**src/rtl/apb2_pkg.sv**
```systemverilog
// Shared APB2 definitions: requester state encoding, default pprot value
// and the register offsets used by the completers on this bus.
package apb2_pkg;

    typedef enum logic [1:0] {
        IDLE,
        SETUP,
        ACCESS,
        RESP
    } apb2_req_state_t;

    localparam logic [2:0] APB2_PROT_DEFAULT = 3'b000;

    localparam logic [7:0] APB2_REG_STATUS   = 8'h00;
    localparam logic [7:0] APB2_REG_COUNTER  = 8'h04;
    localparam logic [7:0] APB2_REG_ROT_DUR  = 8'h08;
    localparam logic [7:0] APB2_REG_RPM      = 8'h0C;
    localparam logic [7:0] APB2_REG_CONTROL  = 8'h10;
    localparam logic [7:0] APB2_REG_PWM_CTRL = 8'h14;

endpackage

```
**src/rtl/apb2_timeout_counter.sv**
```systemverilog
// ACCESS-phase wait counter for the APB2 requester.
// Ports: pclk, preset_n, clear, count_en in; terminal out (count == limit-1).
module apb2_timeout_counter #(
    parameter int unsigned limit = 256
) (
    input  logic pclk,
    input  logic preset_n,
    input  logic clear,
    input  logic count_en,
    output logic terminal
);

    localparam int unsigned cw = (limit > 1) ? $clog2(limit) : 1;

    logic [cw-1:0] count;

    // Saturates at the terminal value so a late abort never wraps.
    always_ff @(posedge pclk or negedge preset_n) begin
        if (!preset_n) begin
            count <= '0;
        end else if (clear) begin
            count <= '0;
        end else if (count_en && !terminal) begin
            count <= count + cw'(1);
        end
    end

    assign terminal = (count == cw'(limit - 1));

endmodule

```
**src/rtl/apb2_requester.sv**
```systemverilog
// APB2 requester: one command (valid/ready) -> one SETUP/ACCESS transfer
// -> one response (valid/ready). Ports: pclk, preset_n, cmd_*, rsp_*, APB
// psel/penable/pwrite/paddr/pwdata/pstrb/pprot out, prdata/pready/pslverr in.
// Optional ACCESS timeout abort: define APB2_REQ_TIMEOUT_EN.
module apb2_requester
    import apb2_pkg::*;
#(
    parameter int unsigned data_width     = 32,
    parameter int unsigned addr_width     = 8,
    parameter int unsigned timeout_cycles = 256,
    parameter logic [2:0]  prot_value     = APB2_PROT_DEFAULT
) (
    input  logic                    pclk,
    input  logic                    preset_n,
    input  logic                    cmd_valid,
    output logic                    cmd_ready,
    input  logic                    cmd_write,
    input  logic [addr_width-1:0]   cmd_addr,
    input  logic [data_width-1:0]   cmd_wdata,
    input  logic [data_width/8-1:0] cmd_strb,
    output logic                    rsp_valid,
    input  logic                    rsp_ready,
    output logic [data_width-1:0]   rsp_rdata,
    output logic                    rsp_err,
    output logic                    rsp_timeout,
    output logic                    psel,
    output logic                    penable,
    output logic                    pwrite,
    output logic [addr_width-1:0]   paddr,
    output logic [data_width-1:0]   pwdata,
    output logic [data_width/8-1:0] pstrb,
    output logic [2:0]              pprot,
    input  logic [data_width-1:0]   prdata,
    input  logic                    pready,
    input  logic                    pslverr
);

    // Low address bits that must be zero for a word-aligned access.
    localparam logic [addr_width-1:0] align_mask =
        addr_width'(data_width / 8 - 1);

    apb2_req_state_t state;

    logic misaligned;
    assign misaligned = |(cmd_addr & align_mask);

`ifdef APB2_REQ_TIMEOUT_EN
    logic tmo_hit;

    apb2_timeout_counter #(
        .limit(timeout_cycles)
    ) u_tmo (
        .pclk    (pclk),
        .preset_n(preset_n),
        .clear   (state == SETUP),
        .count_en((state == ACCESS) && !pready),
        .terminal(tmo_hit)
    );
`else
    logic unused_cfg;
    assign unused_cfg = ^timeout_cycles;
`endif

    always_ff @(posedge pclk or negedge preset_n) begin
        if (!preset_n) begin
            state       <= IDLE;
            psel        <= 1'b0;
            penable     <= 1'b0;
            pwrite      <= 1'b0;
            paddr       <= '0;
            pwdata      <= '0;
            pstrb       <= '0;
            pprot       <= prot_value;
            cmd_ready   <= 1'b1;
            rsp_valid   <= 1'b0;
            rsp_rdata   <= '0;
            rsp_err     <= 1'b0;
            rsp_timeout <= 1'b0;
        end else begin
            pprot <= prot_value;
            unique case (state)
                IDLE: begin
                    if (cmd_valid) begin
                        cmd_ready <= 1'b0;
                        if (misaligned) begin
                            // Rejected locally; the bus is never touched.
                            rsp_valid   <= 1'b1;
                            rsp_err     <= 1'b1;
                            rsp_timeout <= 1'b0;
                            rsp_rdata   <= '0;
                            state       <= RESP;
                        end else begin
                            psel    <= 1'b1;
                            penable <= 1'b0;
                            pwrite  <= cmd_write;
                            paddr   <= cmd_addr;
                            pwdata  <= cmd_write ? cmd_wdata : '0;
                            pstrb   <= cmd_write ? cmd_strb : '0;
                            state   <= SETUP;
                        end
                    end
                end
                SETUP: begin
                    penable <= 1'b1;
                    state   <= ACCESS;
                end
                ACCESS: begin
                    if (pready) begin
                        psel        <= 1'b0;
                        penable     <= 1'b0;
                        rsp_valid   <= 1'b1;
                        rsp_err     <= pslverr;
                        rsp_timeout <= 1'b0;
                        rsp_rdata   <= (!pwrite && !pslverr) ? prdata : '0;
                        state       <= RESP;
                    end
`ifdef APB2_REQ_TIMEOUT_EN
                    else if (tmo_hit) begin
                        psel        <= 1'b0;
                        penable     <= 1'b0;
                        rsp_valid   <= 1'b1;
                        rsp_err     <= 1'b1;
                        rsp_timeout <= 1'b1;
                        rsp_rdata   <= '0;
                        state       <= RESP;
                    end
`endif
                end
                RESP: begin
                    if (rsp_ready) begin
                        rsp_valid <= 1'b0;
                        cmd_ready <= 1'b1;
                        state     <= IDLE;
                    end
                end
                default: state <= IDLE;
            endcase
        end
    end

endmodule

```
**config.mk**
```make
export PLATFORM = sky130hd
export DESIGN_NAME = apb2_requester
export DESIGN_NICKNAME = d
export VERILOG_FILES = /design/src/rtl/apb2_pkg.sv /design/src/rtl/apb2_timeout_counter.sv /design/src/rtl/apb2_requester.sv
export SDC_FILE = /design/constraint.sdc
export NUM_CORES = 1
export LEC_CHECK = 0
export BUFFER_PORTS_ARGS = -buffer_cell sky130_fd_sc_hd__buf_2
export CAP_MARGIN = 0
export CORE_ASPECT_RATIO = 0.5
export CORE_MARGIN = 5
export CORE_UTILIZATION = 50
export DETAILED_ROUTE_END_ITERATION = 10
export PLACE_DENSITY = 0.85
export SETUP_SLACK_MARGIN = 0.05
export SYNTH_ARGS = -nofsm -noshare
export SYNTH_HDL_FRONTEND = slang
export SYNTH_SLANG_ARGS = --single-unit
```
**constraint.sdc**
```tcl
create_clock -name pclk -period 6.1 [get_ports pclk]
set_clock_uncertainty 0.2 [all_clocks]
set_input_delay 0.305 -clock pclk [delete_from_list [all_inputs] [get_ports pclk]]
set_output_delay 0.305 -clock pclk [all_outputs]
set_load 0.1 [all_outputs]
```
; ---- Word level (Yosys, flattened, before mapping)
; Cells that the tools add are included.
[op_classes]
n_eq_ne = 8
mux = 32
n_bitwise = 1
n_reduce_logical = 16
[op_table]
columns = op, n
row1 = $mux W32, 5
row2 = $pmux W32 S2, 1
row3 = $mux W1, 14
row4 = $reduce_and A4 Y1, 3
row5 = $ne A2 B2 Y1 const B, 5
row6 = $reduce_and A3 Y1, 3
row7 = $mux W2, 4
row8 = $pmux W1 S2, 4
row9 = $pmux W2 S4, 1
row10 = $pmux W1 S3, 2
row11 = $reduce_bool A3 Y1, 2
row12 = $reduce_and A5 Y1, 1
row13 = $eq A2 B2 Y1 const B, 2
row14 = $mux W4, 1
row15 = $reduce_bool A2 Y1, 2
row16 = $eq A2 B1 Y1 const B, 1
row17 = $logic_not A1 Y1, 2
row18 = $logic_not A2 Y1, 1
row19 = $reduce_or A2 Y1, 1
row20 = $logic_and A1 B1 Y1, 1
row21 = $not A1 Y1, 1
[totals]
ff_bits = 85
in_bits = 83
out_inout_bits = 86
wordCells = 69

; ---- Depth between registers and ports, before layout
[depth]
word_depth = 5
ltp_mapped = 8

; ---- Least setup slack after synthesis
; OpenSTA, ideal clock, no wires.
[synth_timing]
path_type = flip-flop to flip-flop
from = reg state[0]
to = reg state[1]
setup_time_ns = 0.125
arrival_ns = 1.693
required_ns = 5.775
slack_ns = 4.082
path_stages_with_launch = 7
path_cell_list = dfrtp_1 inv_1 ha_1 nor2b_1 clkbuf_1 a221oi_1 mux2_2
[synth_between]
elab_chain_cells = 3
[synth_rtl]
columns = element, line
row1 = start: declaration, apb2_requester.sv:42  ; apb2_req_state_t state;
row2 = start signal: assignment, apb2_requester.sv:66  ; state <= IDLE;
row3 = start signal: assignment, apb2_requester.sv:91  ; state <= RESP;
row4 = start signal: assignment, apb2_requester.sv:99  ; state <= SETUP;
row5 = $eq A2 B2 Y1 / $logic_not A2 Y1 (equally long branches), apb2_requester.sv:81  ; unique case (state)
row6 = $ne A2 B2 Y1 (no source line), --
row7 = $reduce_and A3 Y1 (no source line), --
; Parallel ways exist; a longest one is shown, timed or not.
; A chain may end at the register's enable or synchronous reset.

; ---- Final worst setup path
[layout_timing]
from = reg state[0]
to = reg rsp_err
[layout_between]
elab_chain_cells = 3
[layout_rtl]
columns = element, line
row1 = $eq A2 B2 Y1 / $logic_not A2 Y1 (equally long branches), apb2_requester.sv:81
row2 = $ne A2 B2 Y1 (no source line) / $reduce_bool A2 Y1 (equally long branches), --
row3 = $reduce_and A4 Y1 (no source line), --
row4 = end signal: assignment, apb2_requester.sv:112  ; rsp_err <= pslverr;
row5 = end: declaration, apb2_requester.sv:24  ; output logic rsp_err,
; Parallel ways exist; a longest one is shown, timed or not.

==> reports/qor.yml <==
clock_network:
  cts_root_buf: "clkbuf_16"
  clock_latency_ns: 0.33
  cts.clk_slew.worst_paths_ns: 0.06
  cts_max_path_buffers: 2
  postCtsSetupBuffers: 0
  cts.sinks: 84
  h-tree-depth: 3
  numCtsBuffers: 9
  cts_tree: "done"
global_routing:
  busiest_layer: "met2"
  grtUsageTotal_pct: 19.1
  use_met1_pct: 22.5
  grt_pass1_wl_mm: 13.9
  grt-ovfl-total: 0
  grt_pass1_vias: 2929
  use_met2_pct: 34.3
  use_met3_pct: 4.90
  antenna_found_initial: 0
  grt_max_degree: 85
timing:
  rsz0062_at_grt: "false"
  whs_ns: 0.0164
  post-route-period-util_pct: 50.1
  drv_slew: 0
  final-setup-viol-count: 0
  fin_setup_tns_ns: 0
  max_freq_mhz: 327
  tightestPinTransition_ns: 1.03
  max-slew-margin-rel_pct: 31.5
  post-route-min-period_ns: 3.06
  timing.final.hold_violations: 0
route:
  drt-initial-drc-count: 157
  route.detailed.drc: 0
  wire_per_inst_um: 14.1
  ant_nets: 0
  dr.pass1.iters: 4
  routed_wirelength_mm: 8.78
  vias: 2962
  drt-vias-per-instance: 4.75
yosys:
  synthTopCellsByCount: "nand2_1 (104), dfrtp_1 (83), inv_1 (37), o21ai_0 (36), mux2i_1 (33)"
  synth-seq-cells: 84
  yosysTopAreaCellShare_pct: 56.7
  synth_edf_count: 0
  synth-async-reset-ratio_pct: 100
  synth_ff_type: "dfrtp_1"
  synth.distinct_cells: 31
  avgSynthCellArea_um2: 10.1
  yosysSeqAreaShare_pct: 57.4
  synthCells: 364
  syn_area_um2: 3660
  yosysWarningCount: 0
  synth_area_leaders: "dfrtp_1 (57%), nand2_1 (11%), mux2i_1 (9.0%)"
  yosysMostFrequentCell: "nand2_1"
  netlist.top_cell.by_area: "dfrtp_1"
placement:
  gp_congestion: 0.854
  place.port_buffers: 164
  dp.cells: 604
  hpwl_mm: 6.25
floorplanning:
  core_region_area_um2: 7240
  start_util_pct: 50.6
  die_w_um: 131
  pin_count: 169
  die_h_um: 70.5
  die_area_um2: 9250
  num_rows: 22
critical_path:
  critPathMaxFanout: 20
  worstSetupPathType: "register to register"
  startpoint_type: "register"
  crit_required_ns: 6.11
  arrival_ns: 3.07
  end_kind: "register"
finish:
  fin_cells: 623
  antenna-diode-count: 0
  nets: 612
  final_layout_size_suffix_gt1_share_pct: 36.8
  syn2layout_area_growth_pct: 32.9
run:
  maxCapViolCount: 0
status:
  status: "complete, no violations"
worst_hold_path:
  hold_path.class: "input pin to register"
## per-layer routing
layer,vias to the layer above,routed length [um]
li1,1467,-
met1,1385,3520
met2,96,4590
met3,14,520
met4,0,144
met5,-,0
## sequential cells by signal, indices dropped and copies added, names as in the netlist
signal	flops
pwdata	32
paddr	8
rsp_err	1
psel	1
state	2
rsp_valid	1
cmd_ready	1
penable	1
pstrb	4
rsp_rdata	32
pwrite	1
## worst max-delay path, stage by stage, from the launching register on
cell and delay [ns]:
dfrtp_1 0.41, inv_1 0.17, ha_1 0.46, nor2_1 0.13
a211oi_4 0.76, buf_4 0.45, mux2_1 0.35
## logic make-up (layout without fill, tap and decap cells)
| group | Yosys count | after routing | share of synthesized area [%] |
|---|---|---|---|
| AO/OA/AOI/OAI | 49 | 49 | 7.65 |
| adder cells (fa/ha/maj) | 7 | 7 | 2.39 |
| flip-flops | 84 | 84 | 57.4 |
| other | 1 | 4 | 0.102 |
| multiplexers | 43 | 43 | 12.1 |
| buffers and inverters | 62 | 222 | 7.51 |
| AND/OR/NAND/NOR | 118 | 118 | 12.9 |
## stage by stage
step                      utilization, %  worst slack [ns]  instance area [um2]
final                               67.3              3.04                 4870
after floorplan                        -              4.08                 3680
after global placement              62.4              3.10                 4520
after detailed placement            62.4              3.05                 4520
after CTS                           67.3              3.02                 4870
after global routing                67.3              2.85                 4870
## path summary, 6_finish.rpt
kind | endpoint | depth (start not counted) | from | slack [ns]
worst max-delay path | rsp_err | 6 | state[0] | 3.04
worst min-delay path | paddr[7] | 2 | cmd_addr[7] | 0.02
worst max register to register | rsp_err | 6 | state[0] | 3.04
worst min register to register | pwdata[20] | 2 | pwdata[20] | 0.27
max in group asynchronous | pwdata[12] | 2 | preset_n | 4.54
min in group asynchronous | rsp_rdata[23] | 2 | preset_n | 0.49
## area by class of cell
type	instances	area, um2
clock buffers	13	280
clock inverters	3	42.5
fillers	566	2370
inverters	37	139
multi-input cells	221	1320
flip-flops and latches	84	2100
well taps	96	120
repair buffers	169	868
## layout by cell type (no fill, tap or decap), types with 2 or more instances in the layout
master / instances
inv_1: 37
clkbuf_8: 4
dlygate4sd3_1: 3
nand2b_1: 2
dfrtp_1: 83
a21oi_1: 4
mux2_1: 2
buf_2: 163
buf_4: 3
conb_1: 4
and2_1: 2
a211oi_1: 2
nand2_1: 104
ha_1: 7
nor2_1: 6
mux2i_1: 33
mux2_2: 8
o21ai_0: 36
clkbuf_16: 9
## what timing repair did
item,in CTS,in global routing
gates resized for setup,0,0
endpoints found under the hold margin,34,0
hold buffers,3,0
Power is left out: the tool's default activity adds up to more than one toggle a clock period on the data nets, which glitch-free logic cannot reach.
